--- src/rtl/jlut_pkg.sv ---
// Shared types and constants for the jump-target table and its byte-stream loader.
// The boot table below is used only when JLUT_RESET_DEFAULTS_EN is defined.
package jlut_pkg;

  localparam int DEPTH = 32;
  localparam int TW    = 12;
  localparam int AW    = 5;

  localparam logic [2:0] HDR_MARKER = 3'b101;

  typedef enum logic [1:0] {
    S_HDR    = 2'd0,
    S_LO     = 2'd1,
    S_HI     = 2'd2,
    S_COMMIT = 2'd3
  } jl_state_t;

  localparam int BOOT_N = 17;

  localparam logic [TW-1:0] BOOT_TABLE [BOOT_N] = '{
    12'd74,  12'd80,  12'd10,  12'd8,   12'd57,  12'd81,
    12'd36,  12'd73,  12'd111, 12'd135, 12'd9,   12'd2,
    12'd44,  12'd53,  12'd79,  12'd103, 12'd130
  };

  // Entries past the end of the boot table come up as zero.
  function automatic logic [TW-1:0] boot_value(input int idx);
    boot_value = '0;
    if (idx >= 0 && idx < BOOT_N) boot_value = BOOT_TABLE[idx[4:0]];
  endfunction

endpackage

--- src/rtl/jlut_regfile.sv ---
// Jump-target storage: async reset, one synchronous write port, one combinational read port.
// Reset contents come from the boot table when JLUT_RESET_DEFAULTS_EN is defined, else zero.
module jlut_regfile #(
  parameter int DEPTH = jlut_pkg::DEPTH,
  parameter int TW    = jlut_pkg::TW,
  parameter int AW    = $clog2(DEPTH)
) (
  input  logic          Clk,
  input  logic          Reset_n,
  input  logic          i_we,
  input  logic [AW-1:0] i_waddr,
  input  logic [TW-1:0] i_wdata,
  input  logic [AW-1:0] i_raddr,
  output logic [TW-1:0] o_rdata
);

  logic [TW-1:0] r_mem [DEPTH];

  always_ff @(posedge Clk or negedge Reset_n) begin
    if (!Reset_n) begin
      for (int i = 0; i < DEPTH; i++) begin
`ifdef JLUT_RESET_DEFAULTS_EN
        r_mem[i] <= jlut_pkg::boot_value(i);
`else
        r_mem[i] <= '0;
`endif
      end
    end else if (i_we) begin
      r_mem[i_waddr] <= i_wdata;
    end
  end

  // No write bypass: a read of the entry being written returns the old value.
  assign o_rdata = r_mem[i_raddr];

endmodule

--- src/rtl/jump_table_loader.sv ---
// Runtime-writable branch-target table fed by a 3-byte record loader (HDR, LO, HI).
// Optional boot contents at reset are selected by JLUT_RESET_DEFAULTS_EN.
module jump_table_loader #(
  parameter int DEPTH = 32,
  parameter int TW    = 12,
  parameter int AW    = $clog2(DEPTH)
) (
  input  logic          Clk,
  input  logic          Reset_n,
  input  logic          Load_en,
  input  logic          In_valid,
  input  logic [7:0]    In_data,
  output logic          In_ready,
  input  logic [AW-1:0] Jptr,
  output logic [TW-1:0] Jump,
  output logic          Wr_pulse,
  output logic          Err,
  output logic [5:0]    Count,
  output logic [1:0]    Dbg_state
);

  // Handshake: a byte is consumed on a rising edge where In_valid and In_ready
  // are both 1; In_ready depends only on Load_en and the state, never on In_valid.
  jlut_pkg::jl_state_t r_state;
  logic [AW-1:0] r_idx;
  logic [7:0]    r_lo;
  logic [3:0]    r_hi;
  logic          r_wr_pulse;
  logic          r_err;
  logic [5:0]    r_count;

  logic w_accept;
  logic w_we;

  assign In_ready = Load_en && (r_state != jlut_pkg::S_COMMIT);
  assign w_accept = In_valid && In_ready;
  assign w_we     = (r_state == jlut_pkg::S_COMMIT);

  always_ff @(posedge Clk or negedge Reset_n) begin
    if (!Reset_n) begin
      r_state    <= jlut_pkg::S_HDR;
      r_idx      <= '0;
      r_lo       <= '0;
      r_hi       <= '0;
      r_wr_pulse <= 1'b0;
      r_err      <= 1'b0;
      r_count    <= '0;
    end else begin
      r_wr_pulse <= 1'b0;
      r_err      <= 1'b0;
      case (r_state)
        jlut_pkg::S_HDR: begin
          if (w_accept) begin
            if (In_data[7:5] == jlut_pkg::HDR_MARKER) begin
              r_idx   <= In_data[AW-1:0];
              r_state <= jlut_pkg::S_LO;
            end else begin
              r_err <= 1'b1;
            end
          end
        end
        jlut_pkg::S_LO: begin
          if (w_accept) begin
            r_lo    <= In_data;
            r_state <= jlut_pkg::S_HI;
          end
        end
        jlut_pkg::S_HI: begin
          if (w_accept) begin
            // Wr_pulse is raised here so it lines up with the commit cycle.
            if (In_data[7:4] == 4'h0) begin
              r_hi       <= In_data[3:0];
              r_wr_pulse <= 1'b1;
              r_state    <= jlut_pkg::S_COMMIT;
            end else begin
              r_err   <= 1'b1;
              r_state <= jlut_pkg::S_HDR;
            end
          end
        end
        jlut_pkg::S_COMMIT: begin
          if (r_count != 6'h3f) r_count <= r_count + 6'd1;
          r_state <= jlut_pkg::S_HDR;
        end
        default: r_state <= jlut_pkg::S_HDR;
      endcase
    end
  end

  assign Wr_pulse  = r_wr_pulse;
  assign Err       = r_err;
  assign Count     = r_count;
  assign Dbg_state = r_state;

  jlut_regfile #(
    .DEPTH (DEPTH),
    .TW    (TW),
    .AW    (AW)
  ) u_regfile (
    .Clk     (Clk),
    .Reset_n (Reset_n),
    .i_we    (w_we),
    .i_waddr (r_idx),
    .i_wdata ({r_hi, r_lo}),
    .i_raddr (Jptr),
    .o_rdata (Jump)
  );

endmodule

--- config.mk ---
export PLATFORM = sky130hd
export DESIGN_NAME = jump_table_loader
export DESIGN_NICKNAME = d
export VERILOG_FILES = /design/src/rtl/jlut_pkg.sv /design/src/rtl/jlut_regfile.sv /design/src/rtl/jump_table_loader.sv
export SDC_FILE = /design/constraint.sdc
export NUM_CORES = 1
export LEC_CHECK = 0
export CAP_MARGIN = 25
export CORE_MARGIN = 2
export CORE_UTILIZATION = 55
export CTS_CLUSTER_DIAMETER = 50
export DETAILED_ROUTE_END_ITERATION = 7
export PLACE_DENSITY = 0.8
export SYNTH_ARGS = -nofsm -noshare
export SYNTH_HDL_FRONTEND = slang
export SYNTH_HIERARCHICAL = 1
export SYNTH_SLANG_ARGS = --single-unit
--- constraint.sdc ---
create_clock -name Clk -period 4 [get_ports Clk]
set_input_delay 0.8 -clock Clk [delete_from_list [all_inputs] [get_ports Clk]]
set_output_delay 0.8 -clock Clk [all_outputs]
set_load 0.02 [all_outputs]
# ---- Word level (Yosys, flattened, before mapping)
# Cells that the tools add are included.
dict set report totals {
  register_bits 411
  latch_bits 0
  ramBits 0
  romBits 0
  input_bits 17
  output_inout_bits 23
  wordCells 85
  mem_count 0
}
dict set report classes {
  n_addsub 1
  n_mul 0
  div 0
  n_lt_le_gt_ge 3
  n_eq_ne 10
  shifts 0
  muxes 20
  n_bitwise 2
  n_reduce_logical 10
}
# cell count
set op_table {}
lappend op_table {{$bwmux 384} 1}
lappend op_table {{$bmux 12 s5} 1}
lappend op_table {{$demux 12 s5} 1}
lappend op_table {{$mux 12} 3}
lappend op_table {{$ge 6x6->1 const B} 2}
lappend op_table {{$not 5->6} 2}
lappend op_table {{$mux 2} 5}
lappend op_table {{$ne 2x2->1 const B} 5}
lappend op_table {{$pmux 2 s4} 1}
lappend op_table {{$mux 1} 7}
lappend op_table {{$add 6x1->6 const B} 1}
lappend op_table {{$lt 6x1->1 const B} 1}
lappend op_table {{$ne 6x6->1 const B} 1}
lappend op_table {{$reduce_and 3->1} 2}
lappend op_table {{$eq 2x2->1 const B} 2}
lappend op_table {{$logic_not 4->1} 1}
lappend op_table {{$reduce_and 2->1} 2}
lappend op_table {{$reduce_and 4->1} 1}
lappend op_table {{$eq 3x3->1 const B} 1}
lappend op_table {{$logic_and 1x1->1} 3}
lappend op_table {{$eq 2x1->1 const B} 1}
lappend op_table {{$logic_not 2->1} 1}
lappend op_table {{$pmux 1 s2} 1}

# ---- Logic depth before layout (Yosys ltp)
dict set report logic_depth {
  ltp_word 6
  ltp_mapped 8
  depth_no_buf 6
}

# ---- Cells and area by module
# The synthesis kept the hierarchy.
# mod instances cells_per_inst area_each_um2 seq_area_each_um2
set modules_own_cells {}
lappend modules_own_cells {jlut_regfile 1 1311 18003.5 9609.2}
lappend modules_own_cells {jump_table_loader 1 84 1166.1 675.6}

# ---- Worst setup path before layout
# No wires, ideal clock.
dict set report synth_path {
  path_kind {in2out}
  startpoint {input Jptr[1]}
  endpoint {output Jump[0]}
  arrival_time_ns 1.967
  required_time_ns 3.200
  path_slack_ns 1.233
  path_stages 8
  n_path_buf 4
  cell_sequence {buf_2 buf_6 buf_6 buf_4 mux2i_1 nand2_1 a31oi_1 nand3_1}
}
dict set report synth_between {
  elab_chain_cells 4
}
# item line
set synth_rtl {}
lappend synth_rtl {{start: declaration} jump_table_loader.sv:14} ;# input logic [AW-1:0] Jptr,
lappend synth_rtl {{$not 5->6 (not written as such)} jlut_regfile.sv:34} ;# assign o_rdata = r_mem[i_raddr];
lappend synth_rtl {{$bmux 12 s5} jlut_regfile.sv:34}
lappend synth_rtl {{$mux 12 (not written as such) (2 in a row)} jlut_regfile.sv:34}
lappend synth_rtl {{end: declaration} jump_table_loader.sv:15} ;# output logic [TW-1:0] Jump,
# Every way passes these cells. The select of a mux whose other input is x is not followed.

# ---- Worst setup path after layout
dict set report layout_path {
  startpoint {input Jptr[2]}
  endpoint {output Jump[0]}
}
# The elaborated chain is that of the path after synthesis.

==> flow_metrics.py <==
metrics = {
    "worst_setup_path": {
        "critPathCaptureType": "output pin",
        "cp.arrival_ns": 3.14,
        "startpoint": "Jptr[2]",
        "criticalPathCategory": "in -> out",
        "crit_slowest_cell": "clkdlybuf4s50_1",
        "path_max_fanout": 25,
        "cp.required_ns": 3.20,
        "startpoint_type": "primary input",
        "cpPeakStageDelay_ns": 0.65,
        "worstPathCellList": "clkdlybuf4s50_1 > buf_4 > nor2b_4 > buf_12 > buf_12 > a22oi_1 > nand4_1 > nand3_1 > clkdlybuf4s50_1",
        "r2r_start": "Dbg_state[0]",
    },
    "clocking": {
        "cts_hold_buffers": 0,
        "cts_tree": "built",
        "htreeDepth": 2,
        "clockBufferDepth": 3,
        "clock_latency_ns": 0.54,
        "cts-root-buf": "clkbuf_16",
        "cts_buffers": 46,
        "cts.sinks": 411,
        "path_clk_slew_ns": 0.05,
    },
    "yosys": {
        "synth_top_area_frac": 0.537,
        "syn_inst": 1395,
        "ys_ff_latch": 411,
        "synth_edf_count": 0,
        "synth_top_cell_by_area": "dfrtp_1",
        "yosysWarnings": 6,
        "synth_area_um2": 19200,
        "synth.distinct_cells": 42,
        "synth-seq-area-share": 0.537,
        "synth_ff_type": "dfrtp_1",
        "synth_fp_nets": 1413,
        "synth_area_leaders": "dfrtp_1, mux2_2, mux2i_1",
        "async_reset_ff_frac": 1.00,
        "avgSynthCellArea_um2": 13.7,
    },
    "die": {
        "num_rows": 68,
        "die_area_um2": 36400,
        "io-pin-count": 40,
        "start_util": 0.556,
        "core_area_um2": 34500,
        "die_w_um": 191,
        "die_h_um": 191,
    },
    "run": {
        "max_cap_violations": 0,
    },
    "global_route": {
        "grt_antenna_before_repair": 0,
        "grt_max_degree": 105,
        "gr-total-overflow": 0,
        "grt_pass1_wl_mm": 72.7,
        "gr-usage-all-layers": 0.262,
        "grt_pass1_vias": 12100,
    },
    "cells_and_area": {
        "fin_nets": 1444,
        "fillers": 2545,
        "final_core_util": 0.628,
        "stdcell_area_um2": 21700,
        "instances_no_fill": 1912,
        "syn_to_final_growth_pct": 12.9,
        "drive_above_1_share": 0.383,
    },
    "routing": {
        "dr.pass1.iters": 7,
        "vias_per_cell": 6.20,
        "num_vias": 11800,
        "wl_met2_mm": 22.5,
        "ant_nets": 0,
        "drtIter0Drc": 969,
        "drt-total-wl_mm": 47.1,
        "drc": 0,
        "wl_met1_mm": 20.6,
        "top_layer_used": "met4",
        "routed-wl-met3_mm": 2.92,
        "wire_per_inst_um": 24.6,
    },
    "sta": {
        "slew_viol_final": 0,
        "hold_viol": 0,
        "finalSetupViolCount": 0,
        "rsz0062_at_grt": "yes",
        "fmax_mhz": 254,
        "fin_worst_skew_ns": 0.0213,
        "max_slew.worst_pin.slew_ns": 0.751,
        "timing.final.crit_share": 0.984,
        "period_needed_ns": 3.94,
        "setup_tns_ns": 0,
        "slew_headroom": 0.498,
        "fin_ws_ns": 0.0634,
    },
    "placed_design": {
        "placed_area_um2": 20100,
        "post-place-ws_ns": -0.182,
        "port_buffers": 39,
        "place_hpwl_mm": 30.3,
        "gp_congestion": 0.917,
        "dp.cells": 1830,
    },
    "outcome": {
        "status": "completed",
    },
    "pwr": {
        "p_leak_nw": 10.8,
        "vdd_ir_drop_max_mv": 0.445,
        "power_density_nw_per_um2": 498,
    },
    "worst_hold_path": {
        "hold_class": "in -> async",
    },
}
[area by class of cell]
type                    instances  area, µm²  area share
multi-input cells             866       8250       0.381
clock inverters                14        149     0.00688
clock buffers                  64       1270      0.0586
flip-flops and latches        411      10300       0.475
diodes                          1       2.50    0.000116
inverters                       2       7.51    0.000347
well taps                     455        569      0.0263
repair buffers                 99       1120      0.0519
[path summary, 6_finish.rpt]
kind / endpoint / slack (ns) / cells after the start
max: Jump[0] / 0.06 / 9
min: u_regfile/r_mem[90] / 0.23 / 1
max reg2reg: u_regfile/r_mem[280] / 1.17 / 5
min reg2reg: u_regfile/r_mem[353] / 0.50 / 1
max in group asynchronous: u_regfile/r_mem[198] / 2.73 / 2
min in group Clk: u_regfile/r_mem[353] / 0.50 / 1
[placed cells by master, fill, tap and decap left out, types with 5 or more instances in the layout]
cell type / n
nand2_1: 45
nand3_1: 28
a22oi_1: 45
mux2_2: 402
dfrtp_1: 411
nand4_1: 14
mux2i_1: 193
nand3b_1: 5
dlymetal6s2s_1: 5
a31oi_1: 16
buf_4: 41
clkbuf_1: 13
nor2_1: 11
clkdlybuf4s50_1: 32
a21oi_1: 26
nor3_1: 10
a22o_1: 24
buf_12: 14
clkinv_2: 7
clkbuf_8: 5
nor2_4: 9
clkbuf_16: 47
[critical path, delay by kind of cell]
family	cells	cell delay (ns)
compound gates	1	0.17
simple gates	3	0.54
buf+inv	5	1.62
[cell usage after synthesis (2+ instances only)]
cell type and count:
a21oi_1 26, inv_1 2, and2_1 4, nor3_1 13, buf_6 20, nand4_1 14, buf_2 21, nand3b_1 5
mux2_2 402, mux2i_1 193, a31oi_1 16, a41oi_1 2, or2_2 2, buf_4 20, clkbuf_1 49, nor2_1 12
a22o_1 24, nand2_1 45, buf_1 4, dfrtp_1 411, nand2b_1 3, nor2b_1 3, nor2_4 8, nand3_1 28
clkbuf_4 2, nor3b_2 3, a22oi_1 48
[per-stage QoR]
step,power (mW),hold WS (ns)
5_1_grt,11.2,0.279
3_5_place_dp,6.84,0.480
4_1_cts,10.8,0.262
6_report,10.8,0.234
3_3_place_gp,6.70,0.468
2_1_floorplan,5.97,0.458
[registers in the layout (all words and copies together) (netlist names)]
| signal | cells |
|---|---|
| Count | 6 |
| Err | 1 |
| u_regfile/r_mem | 384 |
| Dbg_state | 2 |
| r_idx | 5 |
| r_lo | 8 |
| Wr_pulse | 1 |
| r_hi | 4 |
[power breakdown]
group,internal (mW),total [mW],switching [mW]
Clock,2.34,3.95,1.61
Sequential,4.54,4.92,0.373
Combinational,0.770,1.91,1.14
[kinds of logic (layout without fill, tap and decap cells)]
kind of cell             count (synthesis)  count (layout)  synth area share
flip-flops                             411             411             0.537
XOR/XNOR                                 1               1          0.000457
other                                    0               1                 0
AND/OR/NAND/NOR                        150             150            0.0446
adder cells (fa/ha/maj)                  1               1          0.000653
AO/OA/AOI/OAI                          118             118            0.0436
buffers and inverters                  118             179            0.0366
multiplexers                           596             596             0.338
[layer usage]
layer,vias to the layer above,GRT usage
met5,-,0
li1,5142,-
met1,6256,0.369
met2,379,0.424
met4,0,0.0713
met3,68,0.0420
[repair_timing]
item | in CTS | in global routing
setup buffers | 0 | 1
hold endpoints to repair | 0 | 0
endpoints found under the setup margin | 2 | 7
gates resized for setup | 3 | 10
gates cloned | 0 | 1
Note: power is estimated with default switching activity, not from simulation.
